**config.mk**
```make
export PLATFORM = sky130hd
export DESIGN_NAME = cp0_exc_ctrl
export DESIGN_NICKNAME = d
export VERILOG_FILES = /design/src/rtl/cp0_exc_ctrl.sv
export SDC_FILE = /design/constraint.sdc
export NUM_CORES = 1
export LEC_CHECK = 0
export CAP_MARGIN = 20
export CORE_AREA = 3 3 153 155
export DETAILED_ROUTE_END_ITERATION = 12
export DIE_AREA = 0 0 156 158
export DONT_BUFFER_PORTS = 1
export GPL_TIMING_DRIVEN = 0
export PLACE_DENSITY = 0.66
export SYNTH_ARGS = -nofsm -noshare
export SYNTH_HDL_FRONTEND = slang
export SYNTH_SLANG_ARGS = --single-unit
```
**constraint.sdc**
```tcl
create_clock -name clk -period 21.2 [get_ports clk]
set_input_delay 6.36 -clock clk [delete_from_list [all_inputs] [get_ports clk]]
set_output_delay 6.36 -clock clk [all_outputs]
set_load 0.05 [all_outputs]
```
**src/rtl/cp0_exc_ctrl.sv**
```systemverilog
// CP0 register file and exception sequencer: MTC0/MFC0 access, exception entry,
// ERET, Count/Compare timer, interrupt request and pipeline flush/redirect.
module cp0_exc_ctrl #(
  parameter logic [31:0] EXC_VECTOR = 32'hBFC0_0380,
  parameter logic [31:0] STATUS_RST = 32'h0040_0000
) (
  input  logic        clk,
  input  logic        rst,
  input  logic        cp0_write_en,
  input  logic        cp0_read_en,
  input  logic [7:0]  cp0_addr,
  input  logic [31:0] cp0_write_data,
  output logic [31:0] cp0_read_data,
  input  logic        exc_valid,
  input  logic [4:0]  exc_code,
  input  logic [31:0] exc_pc,
  input  logic        exc_bd,
  input  logic [31:0] exc_badvaddr,
  input  logic        eret,
  input  logic [5:0]  hw_int,
  output logic        int_pending,
  output logic        flush,
  output logic [31:0] redirect_pc,
  output logic [31:0] status,
  output logic [31:0] cause,
  output logic [31:0] epc
);

  localparam logic [7:0]  A_BADVADDR   = 8'h40;
  localparam logic [7:0]  A_COUNT      = 8'h48;
  localparam logic [7:0]  A_COMPARE    = 8'h58;
  localparam logic [7:0]  A_STATUS     = 8'h60;
  localparam logic [7:0]  A_CAUSE      = 8'h68;
  localparam logic [7:0]  A_EPC        = 8'h70;
  localparam logic [31:0] STATUS_WMASK = 32'h0000_FF03;

  logic [31:0] r_status, r_cause, r_epc, r_badvaddr, r_count, r_compare;
  logic [31:0] r_redirect_pc;
  logic        r_tick, r_flush;

  logic [31:0] w_status_nxt, w_cause_nxt, w_epc_nxt, w_badvaddr_nxt;
  logic [31:0] w_count_nxt, w_compare_nxt, w_redirect_nxt;
  logic        w_tick_nxt, w_ti_nxt, w_wr_ok, w_wr_count, w_wr_compare;

  // Exception and ERET both suppress an MTC0 committing in the same cycle.
  assign w_wr_ok      = cp0_write_en & ~exc_valid & ~eret;
  assign w_wr_count   = w_wr_ok && (cp0_addr == A_COUNT);
  assign w_wr_compare = w_wr_ok && (cp0_addr == A_COMPARE);

  always_comb begin
    w_status_nxt   = r_status;
    w_cause_nxt    = r_cause;
    w_epc_nxt      = r_epc;
    w_badvaddr_nxt = r_badvaddr;
    w_compare_nxt  = r_compare;
    w_redirect_nxt = r_redirect_pc;

    w_count_nxt = r_tick ? r_count + 32'd1 : r_count;
    w_tick_nxt  = ~r_tick;
    if (w_wr_count) begin
      w_count_nxt = cp0_write_data;
      w_tick_nxt  = 1'b0;
    end
    if (w_wr_compare)
      w_compare_nxt = cp0_write_data;

    if (exc_valid) begin
      if (!r_status[1]) begin
        w_epc_nxt       = exc_bd ? exc_pc - 32'd4 : exc_pc;
        w_cause_nxt[31] = exc_bd;
      end
      w_cause_nxt[6:2] = exc_code;
      w_status_nxt[1]  = 1'b1;
      if (exc_code == 5'h04 || exc_code == 5'h05)
        w_badvaddr_nxt = exc_badvaddr;
      w_redirect_nxt = EXC_VECTOR;
    end else if (eret) begin
      w_status_nxt[1] = 1'b0;
      w_redirect_nxt  = r_epc;
    end else if (w_wr_ok) begin
      case (cp0_addr)
        A_STATUS: w_status_nxt = (STATUS_RST & ~STATUS_WMASK) | (cp0_write_data & STATUS_WMASK);
        A_CAUSE:  w_cause_nxt[9:8] = cp0_write_data[9:8];
        A_EPC:    w_epc_nxt = cp0_write_data;
        default:  ;
      endcase
    end

    // TI tracks the post-update Count so IP[7] and int_pending move with it.
    w_ti_nxt           = w_wr_compare ? 1'b0 : (r_cause[30] | (w_count_nxt == r_compare));
    w_cause_nxt[30]    = w_ti_nxt;
    w_cause_nxt[15:10] = {hw_int[5] | w_ti_nxt, hw_int[4:0]};
  end

  always_ff @(posedge clk or posedge rst) begin
    if (rst) begin
      r_status      <= STATUS_RST;
      r_cause       <= 32'd0;
      r_epc         <= 32'd0;
      r_badvaddr    <= 32'd0;
      r_count       <= 32'd0;
      r_compare     <= 32'd0;
      r_tick        <= 1'b0;
      r_flush       <= 1'b0;
      r_redirect_pc <= 32'd0;
    end else begin
      r_status      <= w_status_nxt;
      r_cause       <= w_cause_nxt;
      r_epc         <= w_epc_nxt;
      r_badvaddr    <= w_badvaddr_nxt;
      r_count       <= w_count_nxt;
      r_compare     <= w_compare_nxt;
      r_tick        <= w_tick_nxt;
      r_flush       <= exc_valid | eret;
      r_redirect_pc <= w_redirect_nxt;
    end
  end

  always_comb begin
    cp0_read_data = 32'd0;
    if (cp0_read_en) begin
      case (cp0_addr)
        A_BADVADDR: cp0_read_data = r_badvaddr;
        A_COUNT:    cp0_read_data = r_count;
        A_COMPARE:  cp0_read_data = r_compare;
        A_STATUS:   cp0_read_data = r_status;
        A_CAUSE:    cp0_read_data = r_cause;
        A_EPC:      cp0_read_data = r_epc;
        default:    cp0_read_data = 32'd0;
      endcase
    end
  end

  assign int_pending = r_status[0] & ~r_status[1] & |(r_cause[15:8] & r_status[15:8]);
  assign flush       = r_flush;
  assign redirect_pc = r_redirect_pc;
  assign status      = r_status;
  assign cause       = r_cause;
  assign epc         = r_epc;

endmodule
```
After elaboration in Yosys (flattened, before gate mapping). Index checks and enable logic that the tools add are counted.

Bits in writable memories: 0. Input bits: 122. Flip-flop bits (word level): 187. Bits in latches: 0. Output and inout bits: 162. Memories kept: 0. ROM bits: 0. Word-level logic and storage cells: 71.

Eq/ne operators: 11. Mux-type cells: 18. Add/sub/neg operators: 2. Shifts and indexed selects: 0. Bitwise operators: 12. Reductions and logical operators: 15. Divide/modulo/power cells: 0. Multipliers: 0. Order comparisons: 0.

Operators by type and width (number): 32-bit 2-to-1 mux (11); 32-bit one-hot mux with 6 select lines (1); 8-bit by 7-bit == test with 1-bit output, second input constant (6); 32-bit by 1-bit adder with 32-bit output, second input constant (1); 32-bit == test (1); 32-bit by 3-bit subtractor with 32-bit output, second input constant (1); 4-bit AND reduction (3); 5-bit by 3-bit == test with 1-bit output, second input constant (2); 8-bit AND (1); 8-bit OR reduction (1); 2-bit AND reduction (3); 2-bit nonzero test (3); 3-bit nonzero test (2); 1-bit AND (4); 1-bit 2-to-1 mux (4); 2-bit 2-to-1 mux (2); 2-bit inequality test, second input constant (2); 1-bit NOT (4); 1-bit bitwise OR (3); 1-bit logical AND (2); 1-bit logical OR (1).

Logic depth before layout (Yosys ltp).
Depth after elaboration: 9. Depth in mapped cells: 12. Mapped depth without buffers: 10.

Worst setup path after synthesis. OpenSTA, ideal clock, no wires.

Kind: input to output. Start point: input port cp0_addr[1]. End point: output port cp0_read_data[14]. Data arrival time: 9.079 ns. Setup slack: 5.761 ns. Required time: 14.840 ns. Stages on the path: 6. Buffers on the path: 2. Cell sequence: or4b_1 > buf_2 > nor3_1 > clkbuf_1 > a222oi_1 > a21boi_0.

Cells in the longest elaborated chain, start to end: 3. Elaborated cells on any way between the ends: 8. Classes of those cells: eq/ne: 6; mux: 2.

Ends and longest elaborated chain: start, declared (line 11) `input logic [7:0] cp0_addr,`; 8-bit by 7-bit == test with 1-bit output (line 122) `case (cp0_addr)`; 32-bit one-hot mux with 6 select lines * (line 122); 32-bit 2-to-1 mux * (line 121) `if (cp0_read_en) begin`; end, declared (line 13) `output logic [31:0] cp0_read_data,`.

Every way passes the cells marked *; elsewhere a longest branch is shown, timed or not.

Worst setup path after layout.
Start point: input port cp0_addr[1]. End point: output port cp0_read_data[12].

The elaborated chain is that of the path after synthesis.

==> out/qor.yml <==
global_routing:
  gr-total-overflow: 0
  grt_pass1_vias: 9166
  grt_max_degree: 105
  grt_use_total_pct: 33.8
  grt_pass1_wl_mm: 61.4
  antenna_found_initial: 1
cts:
  clock_path_buffers: 2
  clkTransAtPathRegs_ns: 0.07
  htree_num_levels: 4
  post_cts_buffers: 0
  postCtsResizedCells: 0
  cts_hold_buf: 0
  tritoncts: "done"
  clock-root-buffer: "clkbuf_16"
  insertion_delay_ns: 0.45
  numCtsBuffers: 17
  cts.sinks: 187
run:
  cap_violations: 0
setup_path:
  r2r-start: "r_count[5]"
  startpoint_type: "input pin"
  worstSetupPathType: "input pin to primary output"
  reg2reg_slack_ns: 17.25
  cp.arrival_ns: 9.83
  cp-endpoint: "cp0_read_data[12]"
  required_ns: 14.84
  startpoint: "cp0_addr[1]"
  cp_max_fo: 10
  ff2ff_path_depth: 9
  timing.rr.end: "cause[30]"
  crit_path_end_kind: "primary output"
timing:
  final-setup-viol-count: 0
  period_share_pct: 76.3
  rsz0062_at_grt: "false"
  layout_setup_ws_ns: 5.01
  fin_worst_skew_ns: 0.0208
  drv_slew: 0
  fin_setup_tns_ns: 0
  finalHoldViolations: 0
  slew_headroom_pct: 16.7
  finalCriticalPeriod_ns: 16.19
  fmax_mhz: 61.8
  worstMarginPinSlew_ns: 1.24
final_layout:
  final_cell_count_no_fill: 1466
  final_cell_area_um2: 12000
  synthToLayoutAreaGrowth_pct: 11.3
  drive_above_1_share_pct: 15.5
  multi_input_area_um2: 5520
  seq_area_um2: 4680
  nNetsFinal: 1296
  fill_cells: 2026
route:
  postRouteAntennaNets: 0
  via_count: 9614
  wl_mm: 42.7
  drt-pass1-iter-count: 8
  route.detailed.drc: 0
  viasPerCell: 6.56
  drt_iter0_markers: 1277
  wl_per_cell_um: 29.2
power:
  p_leak_nw: 5.00
  power.density_nw_per_um2: 83.1
  vdd_drop_max_mv: 0.0612
place:
  dp_hpwl_mm: 33.3
  place_area_um2: 11300
  dp_slack_ns: 5.12
  routabilityCongestion: 0.994
  dp.cells: 1432
  port_buffers: 0
die:
  dieArea_um2: 24600
  rows: 54
  initial_core_util_pct: 48.9
  die_w_um: 156
  ios: 284
  core_um2: 22000
  die_h_um: 158
logic_synthesis:
  synth-seq-cells: 187
  yosysTopAreaCellShare_pct: 43.6
  syn_inst: 1107
  syn_avg_cell_area_um2: 9.70
  synth-edff-count: 0
  async_reset_ff_share_pct: 100
  synthTopCellsByArea: "dfrtp_1, mux2_2, nand2_1"
  ys_seq_area_share_pct: 43.6
  yosys.area.top_type: "dfrtp_1"
  ys_warn_count: 0
  synthFlopType: "dfrtp_1"
  syn_area_um2: 10700
  synth_cell_types: 73
run_status:
  status: "finished clean"
hold_path:
  hold_path_class: "flop to flop"
-- cells in the mapped netlist (5+ instances only) --
library cell / n
or3_1: 5
and3_1: 7
nor3_1: 23
nor2b_1: 15
clkbuf_1: 52
mux2_2: 81
dfrtp_1: 187
a21boi_0: 8
a222oi_1: 39
buf_2: 9
buf_1: 7
nor4_1: 25
nand2_1: 108
nand3_1: 15
a22oi_1: 12
nand4_1: 25
buf_4: 39
a221oi_1: 5
a211o_1: 15
or4_1: 10
o31ai_1: 6
xnor2_1: 36
nor2_1: 71
nand2b_1: 5
a31oi_1: 5
mux2i_1: 26
inv_1: 28
a211oi_1: 8
a21oi_1: 53
a21o_1: 5
xor2_1: 39
o21ai_0: 67
-- cells by family after synthesis --
logic type,count (synthesis),share of synthesized area (%)
AOI/OAI and AO/OA,259,16.7
xor gates and xnor gates,76,6.33
adders and majority gates,2,0.233
buffers and inverters,137,6.40
DFF,187,43.6
muxes,107,10.9
other,2,0.0699
and+or+nand+nor,337,15.8
-- how the worst min path moves through the flow --
| stage | startpoint | endpoint | slack (ns) | depth (start not counted) |
|---|---|---|---|---|
| 3_5_place_dp | r_badvaddr[24] | r_badvaddr[24] | 0.49 | 1 |
| 5_1_grt | r_badvaddr[11] | r_badvaddr[11] | 0.53 | 1 |
| 2_1_floorplan | r_badvaddr[30] | r_badvaddr[30] | 0.48 | 1 |
| 4_1_cts | r_badvaddr[22] | r_badvaddr[22] | 0.51 | 1 |
| 3_3_place_gp | r_badvaddr[22] | r_badvaddr[22] | 0.49 | 1 |
| 6_report | r_badvaddr[22] | r_badvaddr[22] | 0.51 | 1 |
-- registers in the layout, summed over array words and instances, names as in the netlist --
| register | flops |
|---|---|
| epc | 32 |
| redirect_pc | 32 |
| flush | 1 |
| r_badvaddr | 32 |
| status | 10 |
| r_compare | 32 |
| cause | 15 |
| r_tick | 1 |
| r_count | 32 |
-- stage by stage --
step	util [%]	hold slack (ns)	total power, mW
4_1_cts	54.4	0.512	0.994
6_report	54.4	0.514	0.994
2_1_floorplan	-	0.480	0.609
3_5_place_dp	51.6	0.495	0.658
3_3_place_gp	51.1	0.490	0.655
5_1_grt	54.4	0.531	1.02
-- cell usage in the layout (no fill, tap or decap), types with 17 or more instances in the layout --
| cell type | n |
|---|---|
| xnor2_1 | 36 |
| o21ai_0 | 67 |
| a222oi_1 | 39 |
| nor3_1 | 23 |
| nand4_1 | 25 |
| dfrtp_1 | 187 |
| clkbuf_1 | 52 |
| mux2_2 | 81 |
| nand2_1 | 108 |
| xor2_1 | 39 |
| conb_1 | 39 |
| nor4_1 | 25 |
| mux2i_1 | 26 |
| inv_1 | 27 |
| clkbuf_16 | 17 |
| nor2_1 | 71 |
| a21oi_1 | 53 |
| buf_4 | 45 |
-- metal layers --
metal	global-route usage (%)	part of all wire, %
met4	11.8	3.5
met5	0	0.030
met2	53.9	46
met1	43.8	39
met3	10.6	12
-- critical path, stage by stage --
cell	delay, ns
or4b_1	0.50
buf_2	0.20
nor3_1	0.84
clkbuf_1	0.65
a222oi_1	0.33
a21boi_1	0.92
-- report_power, final --
group,switching (mW),internal [mW]
sequential,0.123,0.397
combinational,0.0774,0.0557
clock,0.176,0.164
total,0.377,0.617
-- layout make-up --
class	count	area share, %
timing repair buffer	9	0.691
clock buffer	17	3.56
inverter	28	0.942
clock inverter	15	1.68
antenna	1	0.0209
multi-input combinational	820	46.2
sequential	187	39.1
tap	280	2.93
buffer	109	4.87
No activity file was read; power rests on OpenSTA's default activity.
==> RTL edit, RTL diff (config.mk and constraints unchanged) <==
The parameter `EXC_VECTOR` goes from 32'hBFC0_0380 to 32'h8FD002A0.
--- a/src/rtl/cp0_exc_ctrl.sv
+++ b/src/rtl/cp0_exc_ctrl.sv
@@ -2,5 +2,5 @@
 // ERET, Count/Compare timer, interrupt request and pipeline flush/redirect.
 module cp0_exc_ctrl #(
-  parameter logic [31:0] EXC_VECTOR = 32'hBFC0_0380,
+  parameter logic [31:0] EXC_VECTOR = 32'h8FD002A0,
   parameter logic [31:0] STATUS_RST = 32'h0040_0000
 ) (
Check against the original RTL: not equivalent (a bounded check fails within 4 cycles, from zero or initial values and one cycle with rst high).
==> RTL edit against the unedited design <==
- wire length is 5.4% higher
- power is 2.4% higher
- synthesized area is 0.85% higher
- sequential cell count stayed put
- setup slack worse by 0.015 ns
- register-to-register slack worse by 0.21 ns
- worst hold slack better by 0.0048 ns
- cell area is 0.60% higher
- highest routed layer unchanged
==> RTL edit: results (changes against the unedited design) <==
run_status: "complete, no violations"
synthXorXnorAreaFrac_pct: 5.626  # -0.70 points
drtIter0Drc: 1462  # +14%
r2r-end: "cause[15]"
cp_top_family: "buffers and inverters"
placed_cell_area_um2: 11400  # +0.71%
worst_ep_arrival_time_ns: 9.84  # about the same
grt_first_pass_wirelength_um: 64840  # +5.5%
synth_compound_area_share_pct: 15.64  # -1.1 points
slowest_delay_ns: 0.86  # -0.06 ns
fill_cells: 2121  # +4.7%
max-vdd-ir-drop_v: 0.00004949  # -19%
syn_avg_cell_area_um2: 9.637  # -0.67%
grt_usage_pct: 36.28  # +2.4 points
synth.area.top_cells: "dfrtp_1, mux2_2, a222oi_1"
n_clock_buffer: 18  # +1
synthTopCellsByCount: "dfrtp_1, nand2_1, nor2_1"
timing.rr.start: "r_count[2]"
inv_count: 23  # -18%
grt_start_max_net_pins: 128  # +22%
buf_share_pct: 5.275  # -0.28 points
crit_slowest_cell: "a21oi_1"
total_leakage_power_nw: 4.964  # -0.78%
rrSetupSlack_ns: 17.04  # -0.21 ns
p_int_uw: 631.0  # +2.3%
drive_gt1_share_pct: 14.90  # -0.62 points
detail_route.first_pass.iterations: 7  # -1
crit_end: "cp0_read_data[26]"
globalplace.congestion: 0.9968  # +0.25%
n_all_buffers: 114  # -3.4%
seq_area_frac_synth_pct: 43.20  # -0.37 points
comb-power_uw: 152  # +14%
finalClockSkew_ns: 0.01409  # -0.006720 ns
worstMarginPinSlew_ns: 1.204  # -0.03647 ns
dpl.hpwl_um: 35180  # +5.8%
seq_share_pct: 38.91  # -0.23 points
synthMuxAreaShare_pct: 11.84  # +0.92 points
viasPerCell: 6.684  # +1.9%
multi_input_gates: 845  # +3.0%
==> RTL edit: cell types whose count changed in the layout (fill, tap and decap cells not counted), sizes merged, moves of 6 or more <==
cell,before,now
nor2,72,86
o21ai,69,75
xor2,39,31
inv,36,28
or4,10,4
mux2i,26,37
==> RTL edit: worst min-delay path by stage <==
| stage | start | to | slack [ns] | depth (start not counted) |
|---|---|---|---|---|
| floorplan | r_badvaddr[10] | r_badvaddr[10] | 0.48 | 1 |
| global placement | r_badvaddr[14] | r_badvaddr[14] | 0.49 | 1 |
| detailed placement | r_badvaddr[10] | r_badvaddr[10] | 0.49 | 1 |
| CTS | r_badvaddr[10] | r_badvaddr[10] | 0.51 | 1 |
| global route | r_badvaddr[14] | r_badvaddr[14] | 0.52 | 1 |
| finish | r_badvaddr[0] | r_badvaddr[0] | 0.52 | 1 |
==> RTL edit: worst register-to-register path: cells and delay by family (launching register included) <==
family / cells / cell delay (ns)
and+or+nand+nor: 5 / 2.50
AOI/OAI and AO/OA: 2 / 0.64
DFF: 1 / 0.51
muxes: 1 / 0.35
==> RTL edit: cells by family after synthesis <==
family / after synthesis
simple gates: 369
mux: 118
fa+ha+maj: 2
other cells: 2
xor+xnor: 68
flops: 187
buf+inv: 129
compound gates: 249
==> RTL edit: layer usage <==
| layer | up-vias | track usage, % | routed length [um] | part of all wire [%] |
|---|---|---|---|---|
| met5 | - | 0 | 13 | 0.029 |
| met4 | 2 | 13.88 | 1757 | 3.9 |
| met1 | 4960 | 48.71 | 17980 | 40 |
| li1 | 4188 | - | - | - |
| met2 | 656 | 56.16 | 20260 | 45 |
| met3 | 100 | 10.09 | 5039 | 11 |
